[src/rtl/vga_pkg.sv]
// Shared timing, colour and counter definitions for the register-file VGA viewer.
package vga_pkg;

  localparam int CNT_W = 10;
  typedef logic [CNT_W-1:0] cnt_t;
  typedef logic [4:0]       rgb_t;

  localparam int H_ACTIVE = 640;
  localparam int H_FP     = 16;
  localparam int H_SYNC   = 96;
  localparam int H_BP     = 48;
  localparam int V_ACTIVE = 480;
  localparam int V_FP     = 10;
  localparam int V_SYNC   = 2;
  localparam int V_BP     = 33;

  localparam int H_TOTAL  = H_ACTIVE + H_FP + H_SYNC + H_BP;
  localparam int V_TOTAL  = V_ACTIVE + V_FP + V_SYNC + V_BP;
  localparam int HS_START = H_ACTIVE + H_FP;
  localparam int HS_END   = HS_START + H_SYNC - 1;
  localparam int VS_START = V_ACTIVE + V_FP;
  localparam int VS_END   = VS_START + V_SYNC - 1;

  // {red[1:0], green[1:0], blue}
  localparam rgb_t COL_BORDER = 5'b00_00_1;
  localparam rgb_t COL_ONE    = 5'b00_11_0;
  localparam rgb_t COL_ZERO   = 5'b01_00_0;
  localparam rgb_t COL_BLACK  = 5'b00_00_0;

  function automatic cnt_t cnt_inc(input cnt_t value, input cnt_t last);
    return (value == last) ? '0 : value + 1'b1;
  endfunction

endpackage

[src/rtl/vga_timing.sv]
// Pixel/line counters with sync, active-region and frame-origin decode.
module vga_timing #(
  parameter int H_ACTIVE = vga_pkg::H_ACTIVE,
  parameter int H_FP     = vga_pkg::H_FP,
  parameter int H_SYNC   = vga_pkg::H_SYNC,
  parameter int H_BP     = vga_pkg::H_BP,
  parameter int V_ACTIVE = vga_pkg::V_ACTIVE,
  parameter int V_FP     = vga_pkg::V_FP,
  parameter int V_SYNC   = vga_pkg::V_SYNC,
  parameter int V_BP     = vga_pkg::V_BP
) (
  input  logic       clk,
  input  logic       rst,
  input  logic       pix_en_i,
  output logic [9:0] hcount_o,
  output logic [9:0] vcount_o,
  output logic [9:0] vnext_o,
  output logic       line_end_o,
  output logic       hsync_n_o,
  output logic       vsync_n_o,
  output logic       active_o,
  output logic       frame_start_o
);
  import vga_pkg::cnt_t;
  import vga_pkg::cnt_inc;

  localparam cnt_t H_LAST   = cnt_t'(H_ACTIVE + H_FP + H_SYNC + H_BP - 1);
  localparam cnt_t V_LAST   = cnt_t'(V_ACTIVE + V_FP + V_SYNC + V_BP - 1);
  localparam cnt_t H_ACT    = cnt_t'(H_ACTIVE);
  localparam cnt_t V_ACT    = cnt_t'(V_ACTIVE);
  localparam cnt_t HS_FIRST = cnt_t'(H_ACTIVE + H_FP);
  localparam cnt_t HS_LAST  = cnt_t'(H_ACTIVE + H_FP + H_SYNC - 1);
  localparam cnt_t VS_FIRST = cnt_t'(V_ACTIVE + V_FP);
  localparam cnt_t VS_LAST  = cnt_t'(V_ACTIVE + V_FP + V_SYNC - 1);

  cnt_t hcount_q, hcount_d;
  cnt_t vcount_q, vcount_d;

  always_comb begin
    hcount_d = hcount_q;
    vcount_d = vcount_q;
    if (pix_en_i) begin
      hcount_d = cnt_inc(hcount_q, H_LAST);
      if (hcount_q == H_LAST) vcount_d = cnt_inc(vcount_q, V_LAST);
    end
  end

  always_ff @(posedge clk) begin
    if (rst) begin
      hcount_q <= '0;
      vcount_q <= '0;
    end else begin
      hcount_q <= hcount_d;
      vcount_q <= vcount_d;
    end
  end

  assign hcount_o      = hcount_q;
  assign vcount_o      = vcount_q;
  assign vnext_o       = cnt_inc(vcount_q, V_LAST);
  assign line_end_o    = (hcount_q == H_LAST);
  assign hsync_n_o     = !((hcount_q >= HS_FIRST) && (hcount_q <= HS_LAST));
  assign vsync_n_o     = !((vcount_q >= VS_FIRST) && (vcount_q <= VS_LAST));
  assign active_o      = (hcount_q < H_ACT) && (vcount_q < V_ACT);
  assign frame_start_o = (hcount_q == '0) && (vcount_q == '0);

endmodule

[src/rtl/vga_regview.sv]
// 16x16 bit-grid view of the register file on VGA: row fetch, colouring, output register.
module vga_regview #(
  parameter int H_ACTIVE  = vga_pkg::H_ACTIVE,
  parameter int H_FP      = vga_pkg::H_FP,
  parameter int H_SYNC    = vga_pkg::H_SYNC,
  parameter int H_BP      = vga_pkg::H_BP,
  parameter int V_ACTIVE  = vga_pkg::V_ACTIVE,
  parameter int V_FP      = vga_pkg::V_FP,
  parameter int V_SYNC    = vga_pkg::V_SYNC,
  parameter int V_BP      = vga_pkg::V_BP,
  parameter int ORIGIN_X  = 192,
  parameter int ORIGIN_Y  = 112,
  parameter int CELL_LOG2 = 4
) (
  input  logic        clk,
  input  logic        rst,
  input  logic        pix_en,
  output logic [3:0]  ra,
  input  logic [15:0] rd,
  output logic [6:0]  vga,
  output logic        frame_start
);
  import vga_pkg::cnt_t;
  import vga_pkg::rgb_t;
  import vga_pkg::COL_BORDER;
  import vga_pkg::COL_ONE;
  import vga_pkg::COL_ZERO;
  import vga_pkg::COL_BLACK;

  localparam cnt_t GRID_W    = cnt_t'(16 << CELL_LOG2);
  localparam cnt_t OX        = cnt_t'(ORIGIN_X);
  localparam cnt_t OY        = cnt_t'(ORIGIN_Y);
  localparam cnt_t CELL_MASK = cnt_t'((1 << CELL_LOG2) - 1);

  cnt_t hcount, vcount, vnext;
  logic line_end, hsync_n, vsync_n, active, at_origin;

  vga_timing #(
    .H_ACTIVE(H_ACTIVE), .H_FP(H_FP), .H_SYNC(H_SYNC), .H_BP(H_BP),
    .V_ACTIVE(V_ACTIVE), .V_FP(V_FP), .V_SYNC(V_SYNC), .V_BP(V_BP)
  ) u_timing (
    .clk          (clk),
    .rst          (rst),
    .pix_en_i     (pix_en),
    .hcount_o     (hcount),
    .vcount_o     (vcount),
    .vnext_o      (vnext),
    .line_end_o   (line_end),
    .hsync_n_o    (hsync_n),
    .vsync_n_o    (vsync_n),
    .active_o     (active),
    .frame_start_o(at_origin)
  );

  logic [3:0]  ra_q, ra_d;
  logic [15:0] row_buf_q, row_buf_d;
  logic [6:0]  vga_q, vga_d;
  logic        fs_q, fs_d;

  cnt_t       dx, dy, ny;
  logic [3:0] col;
  logic       in_grid, on_border;
  rgb_t       pix_rgb;

  // Offsets wrap modulo 2^10, so one unsigned compare covers both grid edges.
  always_comb begin
    dx        = hcount - OX;
    dy        = vcount - OY;
    ny        = vnext - OY;
    col       = 4'(dx >> CELL_LOG2);
    in_grid   = active && (dx < GRID_W) && (dy < GRID_W);
    on_border = ((dx & CELL_MASK) == '0) || ((dy & CELL_MASK) == '0);
    pix_rgb   = COL_BLACK;
    if (in_grid) begin
      if (on_border)              pix_rgb = COL_BORDER;
      else if (row_buf_q[~col])   pix_rgb = COL_ONE;
      else                        pix_rgb = COL_ZERO;
    end
  end

  // The row address is set one tick before the line so rd is settled at hcount 0.
  always_comb begin
    ra_d      = ra_q;
    row_buf_d = row_buf_q;
    vga_d     = vga_q;
    fs_d      = 1'b0;
    if (pix_en) begin
      if (line_end && (ny < GRID_W)) ra_d = 4'(ny >> CELL_LOG2);
      if (hcount == '0)              row_buf_d = rd;
      vga_d = {hsync_n, vsync_n, pix_rgb};
      fs_d  = at_origin;
    end
  end

  always_ff @(posedge clk) begin
    if (rst) begin
      ra_q      <= '0;
      row_buf_q <= '0;
      vga_q     <= {1'b1, 1'b1, COL_BLACK};
      fs_q      <= 1'b0;
    end else begin
      ra_q      <= ra_d;
      row_buf_q <= row_buf_d;
      vga_q     <= vga_d;
      fs_q      <= fs_d;
    end
  end

  assign ra          = ra_q;
  assign vga         = vga_q;
  assign frame_start = fs_q;

endmodule

[config.mk]
export PLATFORM = sky130hd
export DESIGN_NAME = vga_regview
export DESIGN_NICKNAME = d
export VERILOG_FILES = /design/src/rtl/vga_pkg.sv /design/src/rtl/vga_timing.sv /design/src/rtl/vga_regview.sv
export SDC_FILE = /design/constraint.sdc
export NUM_CORES = 1
export LEC_CHECK = 0
export ABC_AREA = 1
export ABC_CLOCK_PERIOD_IN_PS = 2400
export CAP_MARGIN = 20
export CORE_ASPECT_RATIO = 2
export CORE_MARGIN = 2
export CORE_UTILIZATION = 35
export CTS_BUF_LIST = sky130_fd_sc_hd__clkbuf_8 sky130_fd_sc_hd__clkbuf_16
export CTS_CLUSTER_SIZE = 16
export DETAILED_ROUTE_END_ITERATION = 16
export GPL_TIMING_DRIVEN = 0
export PLACE_DENSITY_LB_ADDON = 0.05
export SLEW_MARGIN = 10
export SYNTH_ARGS = -nofsm -noshare
export SYNTH_HDL_FRONTEND = slang
export SYNTH_SLANG_ARGS = --single-unit
export TNS_END_PERCENT = 10
[constraint.sdc]
create_clock -name clk -period 2.4 [get_ports clk]
set_clock_uncertainty 0.15 [all_clocks]
set_input_delay 0.24 -clock clk [delete_from_list [all_inputs] [get_ports clk]]
set_output_delay 0.24 -clock clk [all_outputs]
set_load 0.05 [all_outputs]
After elaboration in Yosys (flattened, before gate mapping)
Index checks and enable logic that the tools add are counted.
{"block": "word_totals", "ff_bits": 48, "inputBits": 19, "output_inout_bits": 12, "word_cells": 50}
{"block": "op_classes", "n_addsub": 5, "order_cmp": 10, "eq_ne": 2, "n_mux": 7, "bitwise": 2, "reduce_logical": 18}
{"op": "zero test 10 bit", "n": 4}
{"op": "less-than comparator 10 x 9 -> 1 bit, second input constant", "n": 4}
{"op": "adder 10 x 1 -> 10 bit, second input constant", "n": 2}
{"op": "equality test 10 bit, second input constant", "n": 2}
{"op": "two-way mux 10 bit", "n": 2}
{"op": "subtractor 10 x 7 -> 10 bit, second input constant", "n": 2}
{"op": "greater-or-equal comparator 10 bit, second input constant", "n": 1}
{"op": "greater-or-equal comparator 10 x 9 -> 1 bit, second input constant", "n": 1}
{"op": "less-or-equal comparator 10 bit, second input constant", "n": 1}
{"op": "less-or-equal comparator 10 x 9 -> 1 bit, second input constant", "n": 1}
{"op": "less-than comparator 10 bit, second input constant", "n": 1}
{"op": "two-way mux 5 bit", "n": 2}
{"op": "subtractor 10 x 8 -> 10 bit, second input constant", "n": 1}
{"op": "logical AND 1 bit", "n": 7}
{"op": "AND reduction 2 bit", "n": 3}
{"op": "less-than comparator 4 x 5 -> 1 bit, second input constant", "n": 1}
{"op": "binary-select mux 1 bit (select 4 bit)", "n": 1}
{"op": "two-way mux 4 bit", "n": 1}
{"op": "inverter 4 bit", "n": 1}
{"op": "zero test 1 bit", "n": 2}
{"op": "OR reduction 2 bit", "n": 1}
{"op": "logical OR 1 bit", "n": 1}
{"op": "two-way mux 1 bit", "n": 1}
{"op": "inverter 1 bit", "n": 1}

Longest topological paths before layout
{"block": "logic_depth", "word_depth": 7, "depth_mapped": 17, "ltp_nobuf": 17}

Hierarchy
Synthesis repeated with hierarchy kept, for this count alone.
{"block": "unflattened", "hier_cells": 403, "area_unflattened_um2": 2701.3}
{"module": "vga_regview", "instances": 1, "cells_per_inst": 200, "area_each_um2": 1427.6, "seq_area_each_um2": 520.5}
{"module": "vga_timing", "instances": 1, "cells_per_inst": 203, "area_each_um2": 1273.7, "seq_area_each_um2": 400.4}

Worst setup path after synthesis
OpenSTA, ideal clock, no wires.
{"block": "synth_path", "path_type": "flip-flop to flip-flop", "start": "reg u_timing.vcount_q[0] (netlist: u_timing.vcount_o[0])", "end": "reg ra_q[1] (netlist: ra[1])", "setup_ns": 0.113, "t_arrival_ns": 1.897, "setup_slack_ns": 0.240, "path_stages_with_launch": 13, "n_path_buf": 0, "path_cell_list": "dfxtp_1 ha_1 nand3_2 xor2_1 nand2_1 inv_1 ha_1 nand3_1 nand3_2 nand3_1 nand3b_1 nor2_1 nor2_1"}
{"block": "synth_via", "elab_chain_len": 6}
{"element": "from (decl)", "line": "vga_timing.sv:37", "source": "cnt_t vcount_q, vcount_d;"}
{"element": "from (signal assigned)", "line": "vga_timing.sv:54", "source": "vcount_q <= vcount_d;"}
{"element": "adder 10 x 1 -> 10 bit or equality test 10 bit (tied branches)", "line": "vga_pkg.sv:31", "source": "return (value == last) ? '0 : value + 1'b1;"}
{"element": "two-way mux 10 bit (*)", "line": "vga_pkg.sv:31"}
{"element": "net u_timing.vnext_o[4]", "line": "vga_timing.sv:17", "source": "output logic [9:0] vnext_o,"}
{"element": "subtractor 10 x 7 -> 10 bit (*)", "line": "vga_regview.sv:69", "source": "ny = vnext - OY;"}
{"element": "less-than comparator 10 x 9 -> 1 bit", "line": "vga_regview.sv:88", "source": "if (line_end && (ny < GRID_W)) ra_d = 4'(ny >> CELL_LOG2);"}
{"element": "logical AND 1 bit", "line": "vga_regview.sv:88"}
{"element": "AND reduction 2 bit (no line)"}
{"element": "to (signal assigned)", "line": "vga_regview.sv:102", "source": "ra_q <= ra_d;"}
{"element": "to (decl)", "line": "vga_regview.sv:55", "source": "logic [3:0] ra_q, ra_d;"}
The timed path passes the listed nets; every way through them passes the cells marked *.
A chain may end at the register's enable or synchronous reset.

Final worst setup path
{"block": "layout_path", "start": "reg u_timing.vcount_q[0] (netlist: u_timing.vcount_o[0])", "end": "reg ra_q[3] (netlist: ra[3])"}
Same word-level chain as after synthesis.

==> flow_metrics.tcl <==
set metrics [dict create \
    status "complete, no violations" \
    yosys.area_share.simple_pct 38.1 \
    die_area_um2 8000 \
    dpl.hpwl_um 4580 \
    clk_pin_slew_ns 0.07 \
    synth_compound_area_share_pct 9.94 \
    grt_start_max_net_pins 16 \
    grt_pass1_vias 2108 \
    clkLatencyLatePin_ns 0.29 \
    setup_viol_count_final 0 \
    synth_fa_ha_area_share_pct 3.94 \
    synth_top_family_by_area "simple AND/OR/NAND/NOR gates" \
    fmax_mhz 448 \
    critPathKind "reg2reg" \
    use_met1_pct 19.5 \
    drc 0 \
    instances_no_fill 479 \
    clkSinkCount 46 \
    critical_path.max_fanout 6 \
    cp_slowest_cell "dfxtp_4" \
    grt.met2_usage_pct 25.7 \
    holdCritPathClass "in2reg" \
    min_period_ns 2.23 \
    synth.distinct_cells 42 \
    whs_path_depth 3 \
    leakage_uw 0.00131 \
    critPathArrivalTime_ns 2.27 \
    min_period_over_period_pct 93.0 \
    drive_gt1_share_pct 15.5 \
    cp-start-kind "register" \
    async_reset_ff_share_pct 0 \
    worstHoldStart "pix_en" \
    initial_core_util_pct 35.5 \
    synthesis.nets 375 \
    drt-initial-drc-count 84 \
    die_w_um 64.3 \
    cts_hold_buf 0 \
    synth.area.top_cells "dfxtp_1 (36%), nor2_1 (9.7%), nand2_1 (9.4%)" \
    final_cell_mix "nor2_1 (66), nand2_1 (62), dfxtp_1 (44)" \
    grt_usage_pct 15.6 \
    synth-seq-cells 46 \
    required_ns 2.43 \
    synthXorXnorAreaFrac_pct 2.76 \
    slowest_delay_ns 0.37 \
    yosysSeqAreaShare_pct 36.2 \
    ioPinCount 31 \
    finalWeightedCongestion 0.831 \
    reg2reg_depth 15 \
    drv_slew 0 \
    htree_num_levels 2 \
    antenna_cells 0 \
    peakVddDrop_mv 0.324 \
    via_per_inst 4.83 \
    rows 44 \
    syn_inst 348 \
    final_common_cell "nor2_1" \
    dr.pass1.iters 4 \
    synthMuxAreaShare_pct 0 \
    fp.dieH_um 125 \
    final_hold_viol_count 0 \
    use_met3_pct 3.61 \
    coreArea_um2 7160 \
    fin_util_pct 44.1 \
    ant_nets 0 \
    ys_warn_count 0 \
    syn-cell-area_um2 2540 \
    reg2reg_to "ra[3]$_SDFFE_PP0P_" \
    clk_root_buffer_cell "clkbuf_16" \
    dpl.cell_count 468 \
    worstReg2RegStart "u_timing.vcount_o[0]$_SDFFE_PP0P_" \
    numCtsBuffers 5 \
    yosysTopAreaCellShare_pct 36.2 \
    finalNetCount 413 \
    io_buffers 28 \
    synth_ff_type "dfxtp_1" \
    cts_tree "yes" \
    synth_edf_count 0 \
    syn_avg_cell_area_um2 7.31 \
    regToRegSetupSlack_ns 0.17 \
    cp-end-kind "register" \
    powerDensity_nw_per_um2 557 \
    worstHoldEndpoint "vga[6]$_SDFFE_PP1P_" \
    area_delta_synth_final_pct 24.2 \
    busiest_layer "met2" \
    antenna_found_initial 0 \
    avgRoutedWirePerCell_um 12.5 \
    vias 2312 \
    cp_cell_sequence "inv_1 -> ha_1 -> nand3_1 -> nor2_1 -> nand2_2 -> nand2_2 -> inv_1 -> ha_1 -> nand3_2 -> nand2_2 -> nand2_2 -> nand3_1 -> nand3b_1 -> nor2_1 -> nor2_1" \
    place_area_um2 2940 \
    crit_top_cell "nand2_2" \
    grt-ovfl-total 0 \
    grt_pass1_wl_um 9830 \
    design_area_um2 3160 \
    synth_top_cell_by_area "dfxtp_1" \
    max_cap_violations 0 \
    clockBufferDepth 2 \
    wirelength_um 5970 \
]
state kept, by name, indices dropped and copies added, names as in the netlist:
| register | cells |
|---|---|
| frame_start | 1 |
| ra | 4 |
| row_buf_q | 16 |
| u_timing.hcount_o | 10 |
| u_timing.vcount_o | 10 |
| vga | 5 |
cells in the mapped netlist, types with 2 or more instances:
master and n:
nor2_2 3, nor2_4 4, nand3_4 3, nor3b_1 2
inv_1 29, nand4_1 9, clkbuf_1 2, nand3_2 5
nor2_1 66, inv_2 4, buf_6 2, ha_1 8
nand2_4 3, xor2_1 7, buf_2 2, nand2_1 64
nand2_2 6, o22ai_1 6, clkinv_1 3, nor3_1 4
nand3_1 19, buf_4 4, o21ai_0 11, o21ai_1 11
dfxtp_1 46, a21oi_1 7, a211oi_1 3
worst max-delay path by stage:
stage                                            startpoint            endpoint  depth (start not counted)
final                     u_timing.vcount_o[0]$_SDFFE_PP0P_  ra[3]$_SDFFE_PP0P_                         15
after floorplan           u_timing.vcount_o[0]$_SDFFE_PP0P_  ra[1]$_SDFFE_PP0P_                         12
after CTS                 u_timing.vcount_o[4]$_SDFFE_PP0P_  ra[3]$_SDFFE_PP0P_                         14
after global placement    u_timing.vcount_o[0]$_SDFFE_PP0P_  ra[2]$_SDFFE_PP0P_                         12
after global routing      u_timing.vcount_o[0]$_SDFFE_PP0P_  ra[3]$_SDFFE_PP0P_                         15
after detailed placement  u_timing.vcount_o[0]$_SDFFE_PP0P_  ra[3]$_SDFFE_PP0P_                         12
metrics by stage:
stage	hold WS (ns)	power (µW)	worst slack [ns]	TNS [ns]
finish	0.198	1760	0.168	0
global placement	0.296	972	-0.0972	-0.363
detailed placement	0.314	974	-0.0728	-0.233
floorplan	0.159	913	0.240	0
CTS	0.191	1780	0.0345	0
global route	0.237	1830	-0.0244	-0.0491
worst max-delay path: cells and delay by family (launching register included):
kind	cells	cell delay [ns]
AND/OR/NAND/NOR	11	1.08
adder cells (fa/ha/maj)	2	0.39
flip-flops	1	0.37
buffers and inverters	2	0.14
where the power goes:
part	switching [µW]	total, µW	internal, µW	leakage, µW
clock network	306	799	493	0.0000842
logic	81.9	149	67.1	0.000854
registers	17.3	811	793	0.000376
cell families after synthesis:
group	after synthesis
AND/OR/NAND/NOR	193
adder cells (fa/ha/maj)	8
AO/OA/AOI/OAI	44
buffers and inverters	48
XOR/XNOR	8
other	1
flip-flops	46
per-layer routing:
layer	up-vias	share of wire [%]	routed length (µm)
met4	0	1.5	91
li1	1210	-	-
met5	-	0	0
met2	46	50	2970
met1	1051	45	2690
met3	5	3.6	213
layout make-up:
type,instances,area [µm²]
Tap cell,92,115
Buffer,11,83.8
Inverter,37,141
Fill cell,764,4000
Clock inverter,3,43.8
Clock buffer,5,125
Timing Repair Buffer,31,303
Multi-Input combinational cell,254,1420
Sequential cell,46,926
timing repair:
action	in CTS	in global routing
setup buffers	0	3
pin swaps	0	3
hold endpoints to repair	0	0
endpoints found under the setup margin	4	8
resized for setup	2	6
(Power assumes the default switching activity.)
